File: src/rtl/seq_stage_ctrl.sv
// seq_stage_ctrl
// ----------------------------------------------------------------------------
// Multi-cycle stage sequencer for the sequential Y86-64 core. Walks one
// instruction through FETCH, DECODE, EXECUTE, MEMORY, WRITEBACK and PCUPD,
// raising exactly one stage enable per cycle. MEMORY is held on a req/ack
// handshake for memory icodes, with a timeout that turns a missing ack into
// an ADR fault. Fetch and data faults are converted into the Y86 status code.
// Cycle and retired-instruction counters saturate at all-ones.
//
// Optional build macro:
//   SEQ_STEP_EN : adds the step input. PCUPD returns to IDLE, so exactly one
//                 instruction runs per step (or start) pulse.
//
// Parameters:
//   MEM_TIMEOUT : max MEMORY cycles waiting for mem_ack (>= 1)
//   CNT_W       : width of cycle_cnt / instr_cnt
//
// Ports:
//   clk, rst_n         : rising-edge clock, async active-low reset
//   start              : leave IDLE or HALT (HALT exit clears stat/counters)
//   step               : (SEQ_STEP_EN only) run one instruction from IDLE
//   icode, instr_valid : fetch results, valid at the end of FETCH
//   imem_error         : instruction address fault during FETCH
//   mem_ack, dmem_error: data memory completion and its fault flag
//   *_en               : one-hot stage enables
//   mem_req            : data memory request
//   stat               : 0=AOK 1=HLT 2=ADR 3=INS
//   busy, halted       : FSM not in IDLE/HALT, FSM in HALT
//   cycle_cnt          : busy cycles
//   instr_cnt          : retired instructions
//
// Handshake: mem_req is high in every MEMORY cycle of a memory icode; the
// access completes in the first cycle where mem_req and mem_ack are both
// high (dmem_error is sampled in that same cycle). mem_ack at any other
// time has no effect.
// ----------------------------------------------------------------------------
module seq_stage_ctrl #(
    parameter int MEM_TIMEOUT = 15,
    parameter int CNT_W       = 32
) (
    input  logic             clk,
    input  logic             rst_n,
    input  logic             start,
`ifdef SEQ_STEP_EN
    input  logic             step,
`endif
    input  logic [3:0]       icode,
    input  logic             instr_valid,
    input  logic             imem_error,
    input  logic             mem_ack,
    input  logic             dmem_error,
    output logic             fetch_en,
    output logic             decode_en,
    output logic             execute_en,
    output logic             memory_en,
    output logic             wb_en,
    output logic             pc_en,
    output logic             mem_req,
    output logic [1:0]       stat,
    output logic             busy,
    output logic             halted,
    output logic [CNT_W-1:0] cycle_cnt,
    output logic [CNT_W-1:0] instr_cnt
);

    localparam logic [2:0] S_IDLE      = 3'd0;
    localparam logic [2:0] S_FETCH     = 3'd1;
    localparam logic [2:0] S_DECODE    = 3'd2;
    localparam logic [2:0] S_EXECUTE   = 3'd3;
    localparam logic [2:0] S_MEMORY    = 3'd4;
    localparam logic [2:0] S_WRITEBACK = 3'd5;
    localparam logic [2:0] S_PCUPD     = 3'd6;
    localparam logic [2:0] S_HALT      = 3'd7;

    localparam logic [1:0] STAT_AOK = 2'd0;
    localparam logic [1:0] STAT_HLT = 2'd1;
    localparam logic [1:0] STAT_ADR = 2'd2;
    localparam logic [1:0] STAT_INS = 2'd3;

    // Timeout counter runs 0 .. MEM_TIMEOUT-1 while in MEMORY.
    localparam int TW = (MEM_TIMEOUT < 2) ? 1 : $clog2(MEM_TIMEOUT);
    localparam logic [TW-1:0] TMO_LAST = TW'(MEM_TIMEOUT - 1);

    localparam logic [CNT_W-1:0] CNT_MAX = {CNT_W{1'b1}};

    logic [2:0]       state;
    logic [2:0]       state_nxt;
    logic [1:0]       stat_nxt;
    logic [3:0]       icode_q;
    logic [TW-1:0]    tmo_cnt;
    logic             mem_icode;
    logic             clr_cnt;
    logic             retire;
    logic             go;

    // icodes that touch data memory: rmmovq, mrmovq, call, ret, pushq, popq
    always_comb begin
        case (icode_q)
            4'h4, 4'h5, 4'h8, 4'h9, 4'hA, 4'hB: mem_icode = 1'b1;
            default:                           mem_icode = 1'b0;
        endcase
    end

`ifdef SEQ_STEP_EN
    assign go = start | step;
`else
    assign go = start;
`endif

    always_comb begin
        state_nxt = state;
        stat_nxt  = stat;
        clr_cnt   = 1'b0;
        retire    = 1'b0;
        case (state)
            S_IDLE: begin
                if (go) state_nxt = S_FETCH;
            end
            S_FETCH: begin
                // Fault priority: ADR over INS over HLT
                if (imem_error) begin
                    state_nxt = S_HALT;
                    stat_nxt  = STAT_ADR;
                end else if (!instr_valid) begin
                    state_nxt = S_HALT;
                    stat_nxt  = STAT_INS;
                end else if (icode == 4'h0) begin
                    state_nxt = S_HALT;
                    stat_nxt  = STAT_HLT;
                end else begin
                    state_nxt = S_DECODE;
                end
            end
            S_DECODE:  state_nxt = S_EXECUTE;
            S_EXECUTE: state_nxt = S_MEMORY;
            S_MEMORY: begin
                if (!mem_icode) begin
                    state_nxt = S_WRITEBACK;
                end else if (mem_ack) begin
                    // ack is checked before timeout so it wins a tie
                    if (dmem_error) begin
                        state_nxt = S_HALT;
                        stat_nxt  = STAT_ADR;
                    end else begin
                        state_nxt = S_WRITEBACK;
                    end
                end else if (tmo_cnt == TMO_LAST) begin
                    state_nxt = S_HALT;
                    stat_nxt  = STAT_ADR;
                end
            end
            S_WRITEBACK: state_nxt = S_PCUPD;
            S_PCUPD: begin
                retire = 1'b1;
`ifdef SEQ_STEP_EN
                state_nxt = S_IDLE;
`else
                state_nxt = S_FETCH;
`endif
            end
            S_HALT: begin
                if (start) begin
                    state_nxt = S_FETCH;
                    stat_nxt  = STAT_AOK;
                    clr_cnt   = 1'b1;
                end
            end
            default: state_nxt = S_IDLE;
        endcase
    end

    always_ff @(posedge clk or negedge rst_n) begin
        if (!rst_n) begin
            state <= S_IDLE;
            stat  <= STAT_AOK;
        end else begin
            state <= state_nxt;
            stat  <= stat_nxt;
        end
    end

    // icode is held for the MEMORY decision made three cycles later
    always_ff @(posedge clk or negedge rst_n) begin
        if (!rst_n) begin
            icode_q <= 4'h0;
        end else if (state == S_FETCH) begin
            icode_q <= icode;
        end
    end

    // Cleared in EXECUTE so it reads 0 on the first MEMORY cycle
    always_ff @(posedge clk or negedge rst_n) begin
        if (!rst_n) begin
            tmo_cnt <= '0;
        end else if (state == S_EXECUTE) begin
            tmo_cnt <= '0;
        end else if (state == S_MEMORY && tmo_cnt != TMO_LAST) begin
            tmo_cnt <= tmo_cnt + TW'(1);
        end
    end

    always_ff @(posedge clk or negedge rst_n) begin
        if (!rst_n) begin
            cycle_cnt <= '0;
            instr_cnt <= '0;
        end else if (clr_cnt) begin
            cycle_cnt <= '0;
            instr_cnt <= '0;
        end else begin
            if (busy && cycle_cnt != CNT_MAX) cycle_cnt <= cycle_cnt + CNT_W'(1);
            if (retire && instr_cnt != CNT_MAX) instr_cnt <= instr_cnt + CNT_W'(1);
        end
    end

    // All outputs decode directly from the state register
    assign fetch_en   = (state == S_FETCH);
    assign decode_en  = (state == S_DECODE);
    assign execute_en = (state == S_EXECUTE);
    assign memory_en  = (state == S_MEMORY);
    assign wb_en      = (state == S_WRITEBACK);
    assign pc_en      = (state == S_PCUPD);
    assign mem_req    = (state == S_MEMORY) && mem_icode;
    assign halted     = (state == S_HALT);
    assign busy       = (state != S_IDLE) && (state != S_HALT);

endmodule

File: config.mk
export PLATFORM = sky130hd
export DESIGN_NAME = seq_stage_ctrl
export DESIGN_NICKNAME = d
export VERILOG_FILES = /design/src/rtl/seq_stage_ctrl.sv
export SDC_FILE = /design/constraint.sdc
export NUM_CORES = 1
export LEC_CHECK = 0
export BUFFER_PORTS_ARGS = -buffer_cell sky130_fd_sc_hd__buf_2
export CAP_MARGIN = 10
export CELL_PAD_IN_SITES_DETAIL_PLACEMENT = 1
export CELL_PAD_IN_SITES_GLOBAL_PLACEMENT = 1
export CORE_ASPECT_RATIO = 1.1
export CORE_MARGIN = 10
export CORE_UTILIZATION = 39
export CTS_BUF_LIST = sky130_fd_sc_hd__clkbuf_2 sky130_fd_sc_hd__clkbuf_4 sky130_fd_sc_hd__clkbuf_8
export DETAILED_ROUTE_END_ITERATION = 10
export PLACE_DENSITY = 0.87
export SLEW_MARGIN = 20
export SYNTH_ARGS = -nofsm -noshare
export SYNTH_HDL_FRONTEND = slang
export SYNTH_SLANG_ARGS = --single-unit
File: constraint.sdc
create_clock -name clk -period 2.3 [get_ports clk]
set_clock_uncertainty 0.1 [all_clocks]
set_input_delay 0.46 -clock clk [delete_from_list [all_inputs] [get_ports clk]]
set_output_delay 0.46 -clock clk [all_outputs]
set_load 0.01 [all_outputs]
==> metrics.cfg, run 1 <==
[run_status]
status = finished, final reports clean

[routing]
drt_iter0_drc = 245
drc_errors = 0
vias = 4391
drt_pre_antenna_iters = 4
viasPerCell = 5.855
routed_wl_mm = 14.82
ant_nets = 0
wl_per_cell_um = 19.75

[critical_path]
critPathLaunchType = flip-flop
worstPathArrival_ns = 2.48
crit_fanout = 4
path_cells = ha_2 > nand4_1 > buf_4 > nor4_2 > buf_4 > nand2_1 > or4_1 > a21oi_1
critical_path_class = flip-flop to flip-flop
crit_path_top_delay_cell = or4_1
startpoint = cycle_cnt[1]
crit_required_ns = 2.49
cp_common_cell = buf_4
reg2reg_depth = 8
cp-end-kind = flip-flop
slowest_delay_ns = 0.52
timing.rr.start = cycle_cnt[1]
r2r_end = cycle_cnt[26]
r2r_slack_ns = 0.01
cp-endpoint = cycle_cnt[26]

[timing]
final_hold_viol_count = 0
fin_crit_ns = 2.287
clock.fmax_ghz = 0.4373
period_share_pct = 99.43
slew_headroom_pct = 56.90
drv_slew = 0
setup_slack_ns = 0.01302
setup_viol = 0
tns_ns = 0
worstMarginPinSlew_ns = 0.6435

[logic_synthesis]
synth_warnings = 0
synth.most_common_cell = dfrtp_1
ys_ff_latch = 76
synth_commonest_cells = dfrtp_1, nand2_1, nor2_1
synth_flop_cell = dfrtp_1
synth_top_area_cell = dfrtp_1
synth_edf_count = 0
syn_inst = 472
avgSynthCellArea_sq_um = 9.169
syn_nets = 487
yosysSeqAreaShare_pct = 43.94
netlist_area_sq_um = 4328
synthArstFlopShare_pct = 100.0
synthDistinctLibCells = 63
yosys-top-cells-area = dfrtp_1, nand2_1, nand4_1, a21oi_1, nor2_1
yosysTopAreaCellShare_pct = 43.94

[floorplanning]
die_h_um = 130.5
die_x_um = 120.4
core-area_sq_um = 10910
floorplan.die_area_sq_um = 15720
num_rows = 40
start_util_pct = 39.67
top_level_ports = 86

[placement]
dp.final_hpwl_mm = 10.67
dp_cells = 729
portBuffers = 85
gp_congestion = 0.8498
post-place-ws_ns = -0.009188

[cells_and_area]
layout.cells.non_filler = 750
final_core_util_pct = 50.29
drive_gt1_share_pct = 31.01
area_delta_synth_final_pct = 26.77
diodes = 0
fin_nets = 614
register_area_sq_um = 1906
multi_input_area_sq_um = 2315
fillers = 1322

[grt]
grt_pass1_vias = 4662
grt_antenna_before_repair = 0
grt_pass1_wl_mm = 23.80
grt.total_usage_pct = 18.56
grt_max_degree = 43
gr-total-overflow = 0

[min_path]
min_path_type = input port to flip-flop

[power_and_ir_drop]
p_leak_nw = 2.575
power_density_nw_per_um2 = 1154
max-vdd-ir-drop_mv = 0.5794
total_power_mw = 6.333

[cts]
cts.sinks = 76
htreeDepth = 3
tritoncts = built
cts_buffers = 9
clock_latency_ns = 0.36
cts_buffer_depth = 2
clk_pin_slew_ns = 0.08
cts_root_buffer = clkbuf_8

[job]
maxCapViolations = 0

-- metrics by stage --
| stage | instance area [sq um] | hold WS (ns) |
|---|---|---|
| 3_5_place_dp | 5204 | 0.3658 |
| 2_1_floorplan | 4328 | 0.06441 |
| 4_1_cts | 5409 | 0.2111 |
| 5_1_grt | 5487 | 0.2347 |
| 6_report | 5487 | 0.2244 |
| 3_3_place_gp | 5204 | 0.3547 |
-- power breakdown --
part	internal (mW)	switching, mW	total (mW)	leakage [nW]
Combinational	1.24	1.64	2.88	1.48
Clock	0.466	0.497	0.963	0.0961
Sequential	1.86	0.630	2.49	0.999
-- worst max-delay path, delay by kind of cell (launching register included) --
family,cells,cell delay [ns]
buffers and inverters,2,0.37
AND/OR/NAND/NOR,4,1.00
adder cells (fa/ha/maj),1,0.22
AO/OA/AOI/OAI,1,0.15
flip-flops,1,0.37
-- cell families (layout without fill, tap and decap cells) --
| group | Yosys count | count (layout) | synth area share (%) |
|---|---|---|---|
| buf+inv | 36 | 167 | 3.758 |
| xor+xnor | 20 | 20 | 4.047 |
| simple gates | 223 | 223 | 28.65 |
| flops | 76 | 76 | 43.94 |
| mux | 14 | 14 | 3.354 |
| compound gates | 99 | 99 | 15.09 |
| fa+ha+maj | 4 | 4 | 1.156 |
-- layout by cell type, fill, tap and decap left out, drive strengths merged, types with 4 or more instances in the layout --
cell type,count
nand2,47
nand2b,5
and3,9
o31ai,6
ha,4
o21ai,26
xnor2,12
nor4,9
nor2,37
a21oi,29
mux2i,10
and4,8
a31oi,7
or3,15
nand4,28
xor2,8
nor3,15
or4,15
inv,15
o211ai,9
a31o,4
mux2,4
clkbuf,13
dfrtp,76
nand3,22
buf,136
-- final cells by class --
type / instances / area share [%]
Inverter: 15 / 1.026
Tap cell: 147 / 3.352
Multi-Input combinational cell: 360 / 42.19
Sequential cell: 76 / 34.73
Timing Repair Buffer: 137 / 15.48
Clock buffer: 13 / 3.033
Clock inverter: 2 / 0.1824
-- sequential cells by signal, summed over array words and instances (netlist names) --
register,count
cycle_cnt,32
instr_cnt,32
tmo_cnt,4
icode_q,3
state,3
stat,2
-- repair_timing --
action | in CTS | in global routing
endpoints found under the setup margin | 4 | 9
hold endpoints to repair | 34 | 0
hold buffers | 1 | 0
resized for setup | 6 | 9
pin swaps | 1 | 5
buffers inserted | 0 | 5
-- layer usage --
| layer | up-vias | GRT usage, % | share of wire (%) |
|---|---|---|---|
| met5 | - | 0 | 0 |
| met4 | 0 | 7.670 | 1.9 |
| met3 | 24 | 4.077 | 4.7 |
| met2 | 104 | 32.95 | 52 |
| met1 | 2240 | 21.20 | 41 |
| li1 | 2023 | - | - |
-- worst min-delay path by stage --
stage | start | end | slack (ns) | cells after the start
final | icode[2] | icode_q[2] | 0.22 | 3
after global routing | icode[2] | icode_q[2] | 0.23 | 3
after CTS | icode[2] | icode_q[2] | 0.21 | 3
after detailed placement | rst_n | instr_cnt[27] | 0.37 | 1
after global placement | rst_n | instr_cnt[29] | 0.35 | 1
after floorplan | rst_n | cycle_cnt[0] | 0.06 | 0
Note: power is estimated with default switching activity, not from simulation.
==> run 2, diff against run 1 <==
--- a/config.mk
+++ b/config.mk
@@ -11,10 +11,10 @@
 export CELL_PAD_IN_SITES_GLOBAL_PLACEMENT = 1
 export CORE_ASPECT_RATIO = 1.1
 export CORE_MARGIN = 10
-export CORE_UTILIZATION = 39
+export CORE_UTILIZATION = 43
 export CTS_BUF_LIST = sky130_fd_sc_hd__clkbuf_2 sky130_fd_sc_hd__clkbuf_4 sky130_fd_sc_hd__clkbuf_8
 export DETAILED_ROUTE_END_ITERATION = 10
-export PLACE_DENSITY = 0.87
+export PLACE_DENSITY = 0.91
 export SLEW_MARGIN = 20
 export SYNTH_ARGS = -nofsm -noshare
 export SYNTH_HDL_FRONTEND = slang
==> constraint.sdc (replaced) <==
create_clock -name clk -period 2.4 [get_ports clk]
set_clock_uncertainty 0.1 [all_clocks]
set_input_delay 0.48 -clock clk [delete_from_list [all_inputs] [get_ports clk]]
set_output_delay 0.48 -clock clk [all_outputs]
set_load 0.01 [all_outputs]
==> metrics.cfg, run 2 (synthesis results as in run 1) <==
[critical_path]
path_cells = ha_2 > nand4_1 > buf_4 > nor4_2 > buf_4 > nand2_1 > or4_1 > a21oi_2
cp_common_cell = buf_4
critical_path_class = flip-flop to flip-flop
worstPathArrival_ns = 2.55
reg2reg_depth = 8
crit_required_ns = 2.59
crit_path_top_delay_cell = or4_1
cp-end-kind = flip-flop
crit_fanout = 4
critPathLaunchType = flip-flop
slowest_delay_ns = 0.58

[timing]
fin_crit_ns = 2.356
drv_slew = 0
setup_viol = 0
worstMarginPinSlew_ns = 0.6078
period_share_pct = 98.15
final_hold_viol_count = 0
whs_ns = 0.2358
slew_headroom_pct = 59.29
clock.fmax_ghz = 0.4245

[cts]
cts_buffers = 9
cts.sinks = 76
cts_buffer_depth = 2
cts_root_buffer = clkbuf_8
htreeDepth = 3
clock_latency_ns = 0.37
clk_pin_slew_ns = 0.08
tritoncts = built

[cells_and_area]
fin_nets = 593
area_delta_synth_final_pct = 22.29
drive_gt1_share_pct = 27.96
top_regs = cycle_cnt x32, instr_cnt x32, tmo_cnt x4
layout.cells.non_filler = 703
mostFrequentLayoutCells = buf_2, dfrtp_1, nand2_1
diodes = 0
mostFrequentLayoutCell = buf_2

[grt]
grt_max_degree = 58
gr-total-overflow = 0
grt.total_usage_pct = 19.63
grt_antenna_before_repair = 0
grt_pass1_wl_mm = 23.38
grt_pass1_vias = 4583

[power_and_ir_drop]
p_leak_nw = 2.471
internal_power_mw = 3.328
pwr-share-clk_pct = 16.6
max-vdd-ir-drop_mv = 0.6163
total_power_mw = 5.960
power_density_nw_per_um2 = 1126
swShare_pct = 44.16
seq_power_share_pct = 42.0
comb_power_share_pct = 41.4
switchingPower_mw = 2.632

[routing]
wl_per_cell_um = 20.82
viasPerCell = 6.098
ant_nets = 0
drt_iter0_drc = 242
routed_wl_mm = 14.64
vias = 4287
drc_errors = 0
drt_pre_antenna_iters = 4

[run_status]
status = finished, final reports clean

[floorplanning]
top_level_ports = 86
floorplan.die_area_sq_um = 14480
start_util_pct = 43.97
die_h_um = 125.2
die_x_um = 115.7
num_rows = 38
core-area_sq_um = 9842

[min_path]
min_path_type = input port to flip-flop
min_path_cells = 3

[placement]
portBuffers = 85
dp_cells = 683
dp.final_hpwl_mm = 10.19
gp_congestion = 0.8199

[job]
maxCapViolations = 0

-- run 2: cell types whose count changed in the layout (fill, tap and decap cells not counted), sizes merged --
cell / before / now
buf: 136 / 115
clkbuf: 13 / 15
clkinv: 2 / 1
-- run 2: critical path: cells and delay by family (launching register included) --
family                   cells  cell delay, ns
buffers and inverters        2            0.36
AO/OA/AOI/OAI                1            0.17
AND/OR/NAND/NOR              4            1.04
adder cells (fa/ha/maj)      1            0.22
flip-flops                   1            0.40
-- run 2: final cells by class --
type / instances / area (sq um)
Sequential cell: 76 / 1904
Fill cell: 1185 / 4549
Inverter: 15 / 56.30
Multi-Input combinational cell: 360 / 2301
Clock inverter: 1 / 5.005
Clock buffer: 15 / 187.7
Tap cell: 120 / 150.1
Timing Repair Buffer: 116 / 688.2
-- run 2: final timing paths --
| path | from | end | slack [ns] |
|---|---|---|---|
| worst max-delay path | cycle_cnt[1] | cycle_cnt[26] | 0.04 |
| worst min-delay path | icode[2] | icode_q[2] | 0.24 |
| worst max register to register | cycle_cnt[1] | cycle_cnt[26] | 0.04 |
| worst min register to register | stat[1] | stat[1] | 0.42 |
| max in group asynchronous | rst_n | state[1] | 1.15 |
| min in group asynchronous | rst_n | instr_cnt[22] | 0.44 |
-- run 2: per-stage QoR --
| stage | utilization [%] | setup TNS [ns] | cell area [sq um] | worst slack, ns |
|---|---|---|---|---|
| 2_1_floorplan | - | 0 | 4328 | 0.1305 |
| 3_3_place_gp | 51.08 | 0 | 5027 | 0.1609 |
| 3_5_place_dp | 51.08 | 0 | 5027 | 0.03439 |
| 4_1_cts | 53.15 | 0 | 5231 | 0.009484 |
| 5_1_grt | 53.78 | -0.06808 | 5293 | -0.04362 |
| 6_report | 53.78 | 0 | 5293 | 0.04434 |
-- run 2: what timing repair did --
| item | 4_1_cts | 5_1_grt |
|---|---|---|
| setup buffers | 0 | 3 |
| resized for setup | 1 | 10 |
| hold buffers | 1 | 0 |
| hold endpoints to repair | 19 | 0 |
| endpoints found under the setup margin | 1 | 22 |
-- run 2: power by group through the flow --
stage / logic (mW) / clock network [mW] / registers [mW]
after floorplan: 1.15 / 0 / 2.52
after global routing: 2.73 / 1.06 / 2.59
final: 2.47 / 0.988 / 2.50
after global placement: 2.28 / 0 / 2.43
after CTS: 2.42 / 1.01 / 2.48
after detailed placement: 2.40 / 0 / 2.49
-- run 2: per-layer routing --
metal  wire [um]  GRT usage [%]  vias up
met5           0              0        -
met4         227          7.369        0
met3         701          3.587       25
met2        7654          34.16      104
met1        6055          23.32     2184
li1            -              -     1974
==> run 3, diff against run 2 <==
==> config.mk (replaced) <==
export PLATFORM = sky130hd
export DESIGN_NAME = seq_stage_ctrl
export DESIGN_NICKNAME = d
export VERILOG_FILES = /design/src/rtl/seq_stage_ctrl.sv
export SDC_FILE = /design/constraint.sdc
export NUM_CORES = 1
export LEC_CHECK = 0
export ABC_AREA = 1
export BUFFER_PORTS_ARGS = -buffer_cell sky130_fd_sc_hd__buf_2
export CAP_MARGIN = 10
export CELL_PAD_IN_SITES_DETAIL_PLACEMENT = 1
export CELL_PAD_IN_SITES_GLOBAL_PLACEMENT = 1
export CORE_ASPECT_RATIO = 1.1
export CORE_MARGIN = 10
export CORE_UTILIZATION = 40
export CTS_BUF_LIST = sky130_fd_sc_hd__clkbuf_16
export DETAILED_ROUTE_END_ITERATION = 10
export PLACE_DENSITY = 0.9
export SLEW_MARGIN = 20
export SYNTH_ARGS = -nofsm -noshare
export SYNTH_HDL_FRONTEND = slang
export SYNTH_SLANG_ARGS = --single-unit
==> metrics.cfg, run 3 <==
[run_status]
status = finished, final reports clean

[timing]
period_share_pct = 93.00
tns_ns = 0
final_hold_viol_count = 0
worstMarginPinSlew_ns = 0.6985
clock.fmax_ghz = 0.4480
drv_slew = 0
rsz0062_at_grt = false
setup_viol = 0
fin_crit_ns = 2.232
slew_headroom_pct = 53.33

[floorplanning]
start_util_pct = 40.92
die_x_um = 128.2
num_rows = 43
top_level_ports = 86
die_h_um = 139.0
floorplan.die_area_sq_um = 17820
core-area_sq_um = 12590

[routing]
ant_nets = 0
wl_per_cell_um = 16.56
routed_wl_mm = 17.53
drt_pre_antenna_iters = 4
drc_errors = 0
viasPerCell = 5.216
drt_iter0_drc = 333
vias = 5524

[critical_path]
worstPathArrival_ns = 1.65
critPathLaunchType = flip-flop
reg2reg_depth = 11
crit_required_ns = 1.82
cp-end-kind = output port
critical_path_class = flip-flop to output port
crit_fanout = 7

[logic_synthesis]
synth_edf_count = 0
netlist_area_sq_um = 5151
ys_ff_latch = 76
synth_top_area_cell = dfrtp_1
syn_nets = 815
yosys-top-cells-area = dfrtp_1, nand2_1, nor2_1, inv_1, nand4_1
yosysTopAreaCellShare_pct = 36.92
synthArstFlopShare_pct = 100.0
synth_commonest_cells = nand2_1, nor2_1, dfrtp_1
yosysSeqAreaShare_pct = 36.92
syn_inst = 800
synth_warnings = 0
avgSynthCellArea_sq_um = 6.439
synth.most_common_cell = nand2_1
synthDistinctLibCells = 30
synth_flop_cell = dfrtp_1

[cells_and_area]
fillers = 1757
fin_nets = 912
mostFrequentLayoutCells = nand2_1, nor2_1, buf_2
mostFrequentLayoutCell = nand2_1
top_regs = cycle_cnt x32, instr_cnt x32, tmo_cnt x4
layout.cells.non_filler = 1059
finish.instance_area_sq_um = 6133
final_core_util_pct = 48.72
area_delta_synth_final_pct = 19.07
diodes = 0
drive_gt1_share_pct = 16.85

[grt]
grt_pass1_vias = 6013
gr-total-overflow = 0
grt_antenna_before_repair = 0
grt_pass1_wl_mm = 29.55
grt_max_degree = 40
grt.total_usage_pct = 20.15

[job]
maxCapViolations = 0

[power_and_ir_drop]
total_power_mw = 4.978
p_leak_nw = 3.156
power_density_nw_per_um2 = 811.7
max-vdd-ir-drop_mv = 0.4913

[min_path]
min_path_type = input port to async pin

[cts]
cts_root_buffer = clkbuf_16
clock_latency_ns = 0.35
cts_buffer_depth = 2
ctsHoldBuffers = 0
cts_buffers = 9
htreeDepth = 3
tritoncts = built
cts.sinks = 76
clk_pin_slew_ns = 0.06

[placement]
gp_congestion = 0.8584
placed_area_sq_um = 5811
portBuffers = 85
dp_cells = 1043
dp.final_hpwl_mm = 13.13

## run 3: cell types whose count changed after synthesis, moves of 15 or more
cell / previous run / this run
inv_1: 14 / 65
nand2_1: 47 / 339
nand3_1: 21 / 48
nor2_1: 37 / 131
or3_1: 15 / 0
a21oi_1: 29 / 3
or4_1: 15 / 0
## run 3: stage by stage
step           hold WS [ns]  worst slack (ns)
2_1_floorplan       0.08441            0.5557
3_3_place_gp         0.3743            0.1148
3_5_place_dp         0.3729         -0.002190
4_1_cts             0.03490            0.1298
5_1_grt             0.05350           0.02809
6_report            0.01473            0.1680
## run 3: worst paths after layout
path / startpoint / end / slack (ns)
hold reg to reg: stat[0] / stat[0] / 0.39
setup reg to reg: cycle_cnt[0] / cycle_cnt[26] / 0.28
setup / recovery: state[1] / fetch_en / 0.17
max in group asynchronous: rst_n / cycle_cnt[11] / 1.58
hold / removal: rst_n / instr_cnt[3] / 0.01
min in group clk: icode[3] / icode_q[3] / 0.27
## run 3: worst max-delay path: stages (launching register included)
cell and delay (ns):
dfrtp_1 0.43, inv_1 0.17, nand2_1 0.09, nor2_1 0.38, buf_2 0.23
## run 3: cell families after synthesis
kind of cell | count (synthesis) | share of synthesized area [%]
AOI/OAI and AO/OA | 25 | 2.769
xor gates and xnor gates | 18 | 3.060
adders and majority gates | 4 | 0.9716
buffers and inverters | 84 | 6.971
DFF | 76 | 36.92
and+or+nand+nor | 593 | 49.31
## run 3: power by group
part           switching (mW)  leakage (nW)  internal, mW
logic                    1.22          1.97         0.538
registers               0.252          1.03          1.49
clock network           0.582         0.158         0.899
## run 3: routing by layer
metal	global-route usage, %	up-vias	part of all wire [%]
met5	0	-	0
met4	8.956	0	2.8
li1	-	2703	-
met1	22.75	2699	42
met2	35.65	93	52
met3	3.556	29	3.9
## run 3: final cells by class
| class | count | area [sq um] | share of cell area [%] |
|---|---|---|---|
| clock buffers | 9 | 225.2 | 3.672 |
| well taps | 157 | 196.4 | 3.203 |
| inverters | 71 | 276.5 | 4.508 |
| multi-input cells | 640 | 2905 | 47.37 |
| flip-flops and latches | 76 | 1902 | 31.01 |
| clock inverters | 7 | 82.58 | 1.346 |
| repair buffers | 99 | 545.5 | 8.894 |
## run 3: what timing repair did
| item | 4_1_cts | 5_1_grt |
|---|---|---|
| setup endpoints to repair | 24 | 10 |
| setup buffers | 0 | 0 |
| hold endpoints to repair | 0 | 0 |
| gates resized for setup | 1 | 1 |
